## config.mk

```make
export PLATFORM = sky130hd
export DESIGN_NAME = scroll_addr_gen_flat
export DESIGN_NICKNAME = d
export VERILOG_FILES = /design/src/rtl/scroll_addr_gen_if.sv /design/src/rtl/scroll_addr_gen.sv /design/src/flat_wrapper.sv
export SDC_FILE = /design/constraint.sdc
export NUM_CORES = 1
export LEC_CHECK = 0
export ABC_CLOCK_PERIOD_IN_PS = 3180
export CAP_MARGIN = 30
export CORE_ASPECT_RATIO = 2
export CORE_UTILIZATION = 52
export CTS_BUF_LIST = sky130_fd_sc_hd__clkbuf_8
export DETAILED_ROUTE_END_ITERATION = 12
export GPL_TIMING_DRIVEN = 0
export PLACE_DENSITY = 0.81
export SLEW_MARGIN = 20
export SYNTH_ARGS = -nofsm -noshare
export SYNTH_HDL_FRONTEND = slang
export SYNTH_SLANG_ARGS = --single-unit
```

## constraint.sdc

```tcl
create_clock -name clk -period 3.18 [get_ports clk]
set_input_delay 0.795 -clock clk [delete_from_list [all_inputs] [get_ports clk]]
set_output_delay 0.795 -clock clk [all_outputs]
set_load 0.01 [all_outputs]
```

## src/rtl/scroll_addr_gen_if.sv

```systemverilog
// Bundles the scroll generator's control, pixel and status signals.
// The mirror_x pin exists only when SCROLL_ADDR_MIRROR_EN is defined.
interface scroll_addr_gen_if #(
  parameter int ADDR_W = 17,
  parameter int CNT_W  = 10,
  parameter int POS_W  = 11,
  parameter int STEP_W = 4
);
  logic              frame_start;
  logic              mode;
  logic [POS_W-1:0]  pos_x;
  logic [POS_W-1:0]  pos_y;
  logic [STEP_W-1:0] step_x;
  logic              dir;
  logic              in_valid;
  logic [CNT_W-1:0]  h_cnt;
  logic [CNT_W-1:0]  v_cnt;
`ifdef SCROLL_ADDR_MIRROR_EN
  logic              mirror_x;
`endif
  logic              out_valid;
  logic [ADDR_W-1:0] pixel_addr;
  logic              oob;
  logic              busy;
  logic              frame_drop;
  logic [POS_W-1:0]  cur_x;
  logic [POS_W-1:0]  cur_y;

  modport master (
`ifdef SCROLL_ADDR_MIRROR_EN
    output mirror_x,
`endif
    output frame_start, mode, pos_x, pos_y, step_x, dir, in_valid, h_cnt, v_cnt,
    input  out_valid, pixel_addr, oob, busy, frame_drop, cur_x, cur_y
  );

  modport slave (
`ifdef SCROLL_ADDR_MIRROR_EN
    input  mirror_x,
`endif
    input  frame_start, mode, pos_x, pos_y, step_x, dir, in_valid, h_cnt, v_cnt,
    output out_valid, pixel_addr, oob, busy, frame_drop, cur_x, cur_y
  );
endinterface

```

## src/rtl/scroll_addr_gen.sv

```systemverilog
// Wrap-around framebuffer address generator: per-frame offset reduction FSM plus a
// 2-stage pixel address pipeline. Optional horizontal mirror via SCROLL_ADDR_MIRROR_EN.
module scroll_addr_gen #(
  parameter int IMG_W  = 320,
  parameter int IMG_H  = 240,
  parameter int ADDR_W = 17,
  parameter int CNT_W  = 10,
  parameter int POS_W  = 11,
  parameter int STEP_W = 4
) (
  input logic clk,
  input logic rst,
  scroll_addr_gen_if.slave bus
);
  localparam int PW = POS_W + 1;
  localparam logic [PW-1:0]     W_P = PW'(IMG_W);
  localparam logic [PW-1:0]     H_P = PW'(IMG_H);
  localparam logic [ADDR_W-1:0] W_A = ADDR_W'(IMG_W);

  typedef enum logic [1:0] {IDLE, REDUCE, COMMIT} state_e;

  state_e           state_q, state_d;
  logic [PW-1:0]    pend_x_q, pend_x_d;
  logic [PW-1:0]    pend_y_q, pend_y_d;
  logic [POS_W-1:0] cur_x_q, cur_x_d;
  logic [POS_W-1:0] cur_y_q, cur_y_d;
  logic             frame_drop_q, frame_drop_d;
  logic             busy;
`ifdef SCROLL_ADDR_MIRROR_EN
  logic             pend_mirror_q, pend_mirror_d;
  logic             mirror_q, mirror_d;
`endif

  logic [PW-1:0]     h_ext, v_ext, x_diff, y_diff, x_rel, y_rel;
  logic              oob1;
  logic              s1_valid_q, s1_oob_q;
  logic [PW-1:0]     s1_x_q, s1_y_q;
  logic              out_valid_q, oob_q;
  logic [ADDR_W-1:0] pixel_addr_q, addr_d;

  always_ff @(posedge clk or negedge rst) begin
    if (!rst) begin
      state_q      <= IDLE;
      pend_x_q     <= '0;
      pend_y_q     <= '0;
      cur_x_q      <= '0;
      cur_y_q      <= '0;
      frame_drop_q <= 1'b0;
`ifdef SCROLL_ADDR_MIRROR_EN
      pend_mirror_q <= 1'b0;
      mirror_q      <= 1'b0;
`endif
    end else begin
      state_q      <= state_d;
      pend_x_q     <= pend_x_d;
      pend_y_q     <= pend_y_d;
      cur_x_q      <= cur_x_d;
      cur_y_q      <= cur_y_d;
      frame_drop_q <= frame_drop_d;
`ifdef SCROLL_ADDR_MIRROR_EN
      pend_mirror_q <= pend_mirror_d;
      mirror_q      <= mirror_d;
`endif
    end
  end

  // Repeated subtraction replaces a modulo; one cycle is spent confirming both are in range.
  always_comb begin
    state_d      = state_q;
    pend_x_d     = pend_x_q;
    pend_y_d     = pend_y_q;
    cur_x_d      = cur_x_q;
    cur_y_d      = cur_y_q;
    frame_drop_d = 1'b0;
`ifdef SCROLL_ADDR_MIRROR_EN
    pend_mirror_d = pend_mirror_q;
    mirror_d      = mirror_q;
`endif
    unique case (state_q)
      IDLE: begin
        if (bus.frame_start) begin
          pend_y_d = PW'(bus.pos_y);
          if (bus.mode) begin
            pend_x_d = bus.dir ? PW'(cur_x_q) + W_P - PW'(bus.step_x)
                               : PW'(cur_x_q) + PW'(bus.step_x);
          end else begin
            pend_x_d = PW'(bus.pos_x);
          end
`ifdef SCROLL_ADDR_MIRROR_EN
          pend_mirror_d = bus.mirror_x;
`endif
          state_d = REDUCE;
        end
      end
      REDUCE: begin
        frame_drop_d = bus.frame_start;
        if (pend_x_q < W_P && pend_y_q < H_P) begin
          state_d = COMMIT;
        end else begin
          if (pend_x_q >= W_P) pend_x_d = pend_x_q - W_P;
          if (pend_y_q >= H_P) pend_y_d = pend_y_q - H_P;
        end
      end
      COMMIT: begin
        frame_drop_d = bus.frame_start;
        cur_x_d      = POS_W'(pend_x_q);
        cur_y_d      = POS_W'(pend_y_q);
`ifdef SCROLL_ADDR_MIRROR_EN
        mirror_d     = pend_mirror_q;
`endif
        state_d      = IDLE;
      end
      default: state_d = IDLE;
    endcase
  end

  always_comb begin
    busy = (state_q != IDLE);
  end

  // Stage 1 arithmetic; a negative difference shows up in the extra top bit.
  always_comb begin
    h_ext  = PW'(bus.h_cnt);
    v_ext  = PW'(bus.v_cnt);
    x_diff = h_ext - PW'(cur_x_q);
    y_diff = v_ext - PW'(cur_y_q);
    x_rel  = x_diff[PW-1] ? x_diff + W_P : x_diff;
    y_rel  = y_diff[PW-1] ? y_diff + H_P : y_diff;
`ifdef SCROLL_ADDR_MIRROR_EN
    if (mirror_q) x_rel = W_P - PW'(1) - x_rel;
`endif
    oob1   = (h_ext >= W_P) | (v_ext >= H_P);
  end

  always_ff @(posedge clk or negedge rst) begin
    if (!rst) begin
      s1_valid_q <= 1'b0;
      s1_oob_q   <= 1'b0;
      s1_x_q     <= '0;
      s1_y_q     <= '0;
    end else begin
      s1_valid_q <= bus.in_valid;
      if (bus.in_valid) begin
        s1_oob_q <= oob1;
        s1_x_q   <= x_rel;
        s1_y_q   <= y_rel;
      end
    end
  end

  always_comb begin
    addr_d = s1_oob_q ? '0 : ADDR_W'(s1_y_q) * W_A + ADDR_W'(s1_x_q);
  end

  // Address and oob hold their last values whenever no valid pixel arrives.
  always_ff @(posedge clk or negedge rst) begin
    if (!rst) begin
      out_valid_q  <= 1'b0;
      pixel_addr_q <= '0;
      oob_q        <= 1'b0;
    end else begin
      out_valid_q <= s1_valid_q;
      if (s1_valid_q) begin
        pixel_addr_q <= addr_d;
        oob_q        <= s1_oob_q;
      end
    end
  end

  assign bus.out_valid  = out_valid_q;
  assign bus.pixel_addr = pixel_addr_q;
  assign bus.oob        = oob_q;
  assign bus.busy       = busy;
  assign bus.frame_drop = frame_drop_q;
  assign bus.cur_x      = cur_x_q;
  assign bus.cur_y      = cur_y_q;
endmodule

```

## src/flat_wrapper.sv

```systemverilog
// flat-port wrapper written by rule: the top's interface ports become plain ports
module scroll_addr_gen_flat 
#(
  parameter int IMG_W  = 320,
  parameter int IMG_H  = 240,
  parameter int ADDR_W = 17,
  parameter int CNT_W  = 10,
  parameter int POS_W  = 11,
  parameter int STEP_W = 4
)
  (clk, rst, bus_frame_start, bus_mode, bus_pos_x, bus_pos_y, bus_step_x, bus_dir, bus_in_valid, bus_h_cnt, bus_v_cnt, bus_out_valid, bus_pixel_addr, bus_oob, bus_busy, bus_frame_drop, bus_cur_x, bus_cur_y);
  scroll_addr_gen_if #(.ADDR_W(ADDR_W), .CNT_W(CNT_W), .POS_W(POS_W), .STEP_W(STEP_W)) bus_i ();
  input logic clk;
  input logic rst;
  input wire logic [$bits(bus_i.frame_start)-1:0] bus_frame_start;
  input wire logic [$bits(bus_i.mode)-1:0] bus_mode;
  input wire logic [$bits(bus_i.pos_x)-1:0] bus_pos_x;
  input wire logic [$bits(bus_i.pos_y)-1:0] bus_pos_y;
  input wire logic [$bits(bus_i.step_x)-1:0] bus_step_x;
  input wire logic [$bits(bus_i.dir)-1:0] bus_dir;
  input wire logic [$bits(bus_i.in_valid)-1:0] bus_in_valid;
  input wire logic [$bits(bus_i.h_cnt)-1:0] bus_h_cnt;
  input wire logic [$bits(bus_i.v_cnt)-1:0] bus_v_cnt;
  output wire logic [$bits(bus_i.out_valid)-1:0] bus_out_valid;
  output wire logic [$bits(bus_i.pixel_addr)-1:0] bus_pixel_addr;
  output wire logic [$bits(bus_i.oob)-1:0] bus_oob;
  output wire logic [$bits(bus_i.busy)-1:0] bus_busy;
  output wire logic [$bits(bus_i.frame_drop)-1:0] bus_frame_drop;
  output wire logic [$bits(bus_i.cur_x)-1:0] bus_cur_x;
  output wire logic [$bits(bus_i.cur_y)-1:0] bus_cur_y;
  assign bus_i.frame_start = bus_frame_start;
  assign bus_i.mode = bus_mode;
  assign bus_i.pos_x = bus_pos_x;
  assign bus_i.pos_y = bus_pos_y;
  assign bus_i.step_x = bus_step_x;
  assign bus_i.dir = bus_dir;
  assign bus_i.in_valid = bus_in_valid;
  assign bus_i.h_cnt = bus_h_cnt;
  assign bus_i.v_cnt = bus_v_cnt;
  assign bus_out_valid = bus_i.out_valid;
  assign bus_pixel_addr = bus_i.pixel_addr;
  assign bus_oob = bus_i.oob;
  assign bus_busy = bus_i.busy;
  assign bus_frame_drop = bus_i.frame_drop;
  assign bus_cur_x = bus_i.cur_x;
  assign bus_cur_y = bus_i.cur_y;
  scroll_addr_gen #(.IMG_W(IMG_W), .IMG_H(IMG_H), .ADDR_W(ADDR_W), .CNT_W(CNT_W), .POS_W(POS_W), .STEP_W(STEP_W)) u_core (.clk(clk), .rst(rst), .bus(bus_i));
endmodule
```

==> results.txt <==
Netlist cell types: 73
Synthesis warning total: 0
Routed len/inst: 17.2 um
Critical path class: in2reg
Slowest stage delay, CP: 0.40 ns
Overflow left after global routing: 0
Die ar.: 13800 sq um
P_leak: 3.64 nW
Cell with the most instances after synthesis: dfrtp_1
Gpl congestion: 0.946
Level count of the clock H-tree: 3
P_int: 5.09 mW
Logic pwr share: 67.1%
Vias in the first global route: 5960
Post-route setup TNS: 0 ns
Sequential area share after synthesis: 33.6%
Worst R2R Start: u_core.s1_y_q[1]$_DFFE_PN0P_
Xor/xnor cell area share of the yosys netlist: 6.01%
Num ports: 95
DRT iter0 DRCs: 278
FF+latch count, synth: 93
Post-synth ARST share: 100%
CTS buffer count: 9
GRT Util Overall: 26.1%
Num rows: 59
Max Clk Rate: 317 MHz
Post-layout util: 65.8%
Synth area leader: dfrtp_1
Post-Synth Simple-Gate Area: 15.7%
Final setup fails: 0
Y dimension of the die: 165 um
P per Cell Area: 1090 nW/um^2
Synth Cell Area: 6920 sq um
CP most frequent cell: inv_1
Clock root buffer: clkbuf_8
Port bufs: 94
Cell Chain, Critical Path: clkdlybuf4s50_1 > inv_1 > ha_4 > inv_1 > fa_2 > a21o_1 > a211oi_2 > o21bai_1 > or2_1 > or3b_1 > a211o_1 > nand3_1
Clk pwr share: 10.5%
ANT cells: 0
Rel. slew slack: 56.7%
Max-cap viol count: 0
Max Clock Skew: 0.0147 ns
Initial Util: 53.2%
Routed via count: 6114
Initial antenna violation count: 0
Final period util: 99.1%
Min Tclk post-route: 3.15 ns
Fin. max-slew vios: 0
Layout cells sized above 1: 9.78%
Crit Path Max Fanout: 3
Synth Area in Adders: 14.8%
Hold Violations, Final: 0
Longest Clk Path Bufs: 2
DRT Wirelength: 17900 um
Fill cell count: 1029
Largest cells by area after synthesis: dfrtp_1 34%, ha_1 13%, o21ai_0 4.6%
Crit path arrival time: 3.46 ns
Post-DP HPWL: 13800 um
Slowest CP cell: clkdlybuf4s50_1
VDD IR max: 0.000932 V
Register area: 2330 sq um
Critical Path End Type: flop
Switch Pwr: 4.26 mW
Synthesis-to-layout area growth: 23.6%
Post-synth top area share: 33.6%
WP data required: 3.49 ns
Startpoint Class: primary input
Sequential share of power: 22.5%
Post-synth EDFFs: 0
Power consumption: 9.35 mW
Top cells by count, synth: 93 x dfrtp_1, 72 x ha_1, 66 x nand2_1
Drt pass-1 iters: 5
Status: finished, final reports clean
Multi-input gate area: 4380 sq um
First-pass GRT wire length: 28300 um
Mux contribution to synthesized area: 2.80%
Post-Syn Instances: 768
Min-Delay Path Class: in2async
Clock sinks: 93
Final antenna-violating net count: 0
CTS tree: done
Syn Nets: 898
Synth Area in Compound Gates: 22.1%
Worst-margin pin slew: 0.646 ns
Net Sw Frac: 45.6%
CP startpoint: bus_v_cnt[0]
Vias per cell: 5.87
Mean Syn Cell Area: 9.01 sq um
Min Hold Slack: 0.239 ns
DRC: 0
Die Wd: 83.6 um
Clk slew on worst S/H paths: 0.09 ns
Largest family of logic cells by synthesized area: compound AO/OA/AOI/OAI gates
Final net count: 1016
Core footprint: 13000 sq um
Largest net degree at the start of global routing: 77
Prevailing post-synth register cell: dfrtp_1
Skew-Pair Late Insertion Delay: 0.38 ns
[layout by cell type, fill, tap and decap left out, drive strengths merged, types with 12 or more instances in the layout]
cell type / netlist / final
xnor2: 31 / 31
nand3: 13 / 13
nand2: 66 / 66
xor2: 13 / 13
ha: 72 / 72
clkbuf: 21 / 30
nor3: 12 / 12
o21ai: 65 / 65
buf: 6 / 20
clkdlybuf4s50: 0 / 88
inv: 60 / 63
a21oi: 51 / 51
nor2: 56 / 56
dfrtp: 93 / 93
a21o: 15 / 15
[power groups by stage]
| stage | registers, mW | logic (mW) | clock network, mW |
|---|---|---|---|
| floorplan | 2.05 | 4.30 | 0 |
| global placement | 2.09 | 5.65 | 0 |
| detailed placement | 2.12 | 5.79 | 0 |
| CTS | 2.10 | 5.96 | 0.983 |
| global route | 2.16 | 6.86 | 1.04 |
| finish | 2.10 | 6.27 | 0.979 |
[registers in the layout, indices dropped and copies added (netlist names)]
signal and cells:
u_core.bus.cur_x 11, u_core.s1_oob_q 1, u_core.pend_y_q 12, u_core.bus.frame_drop 1, u_core.s1_x_q 12, u_core.state_q 2, u_core.s1_valid_q 1, u_core.s1_y_q 11
u_core.pend_x_q 12, u_core.bus.oob 1, u_core.bus.out_valid 1, u_core.bus.cur_y 11, u_core.bus.pixel_addr 17
[timing repair]
item                                    CTS  global route
endpoints found under the setup margin    9            11
pin swaps                                11            21
buffers inserted                          4             8
cloned                                    0             0
hold buffers                              0             0
resized for setup                        18            20
[path summary, 6_finish.rpt]
check                                                   endpoint  slack [ns]  cells after the start
setup / recovery                    u_core.s1_y_q[9]$_DFFE_PN0P_        0.03                     12
hold / removal              u_core.bus.pixel_addr[3]$_DFFE_PN0P_        0.24                      1
setup reg to reg           u_core.bus.pixel_addr[16]$_DFFE_PN0P_        0.10                     11
hold reg to reg                   u_core.bus.out_valid$_DFF_PN0_        0.38                      0
max in group asynchronous        u_core.pend_y_q[10]$_DFFE_PN0P_        2.31                      2
min in group clk                  u_core.bus.out_valid$_DFF_PN0_        0.38                      0
[cell families after synthesis]
family | after synthesis
AOI/OAI and AO/OA | 227
DFF | 93
xor gates and xnor gates | 45
buffers and inverters | 87
adders and majority gates | 78
muxes | 18
and+or+nand+nor | 220
[stage by stage]
stage | cell area, sq um | setup slack, ns | instances
6_report | 8550 | 0.0272 | 1042
3_5_place_dp | 8080 | -0.591 | 1015
2_1_floorplan | 6920 | 0.156 | 768
3_3_place_gp | 8050 | -2.13 | 1014
4_1_cts | 8400 | 0.00568 | 1034
5_1_grt | 8550 | -0.0393 | 1042
[critical path: cells and delay by family]
family | cells | cell delay, ns
and+or+nand+nor | 3 | 0.71
adders and majority gates | 2 | 0.52
AOI/OAI and AO/OA | 4 | 0.86
buffers and inverters | 3 | 0.56
[layout make-up]
type	instances	area share [%]
multi-input combinational	588	51.3
sequential	93	27.2
timing repair buffer	107	12.4
inverter	60	2.64
tap	152	2.23
clock buffer	9	1.45
buffer	27	1.38
clock inverter	6	1.36
[per-layer routing]
layer,vias up,track usage [%],share of wire [%]
li1,2980,-,-
met1,2901,26.0,35
met2,178,52.1,56
met3,55,2.34,3.1
met4,0,14.9,5.0
met5,-,0,0
(Power assumes the default switching activity.)
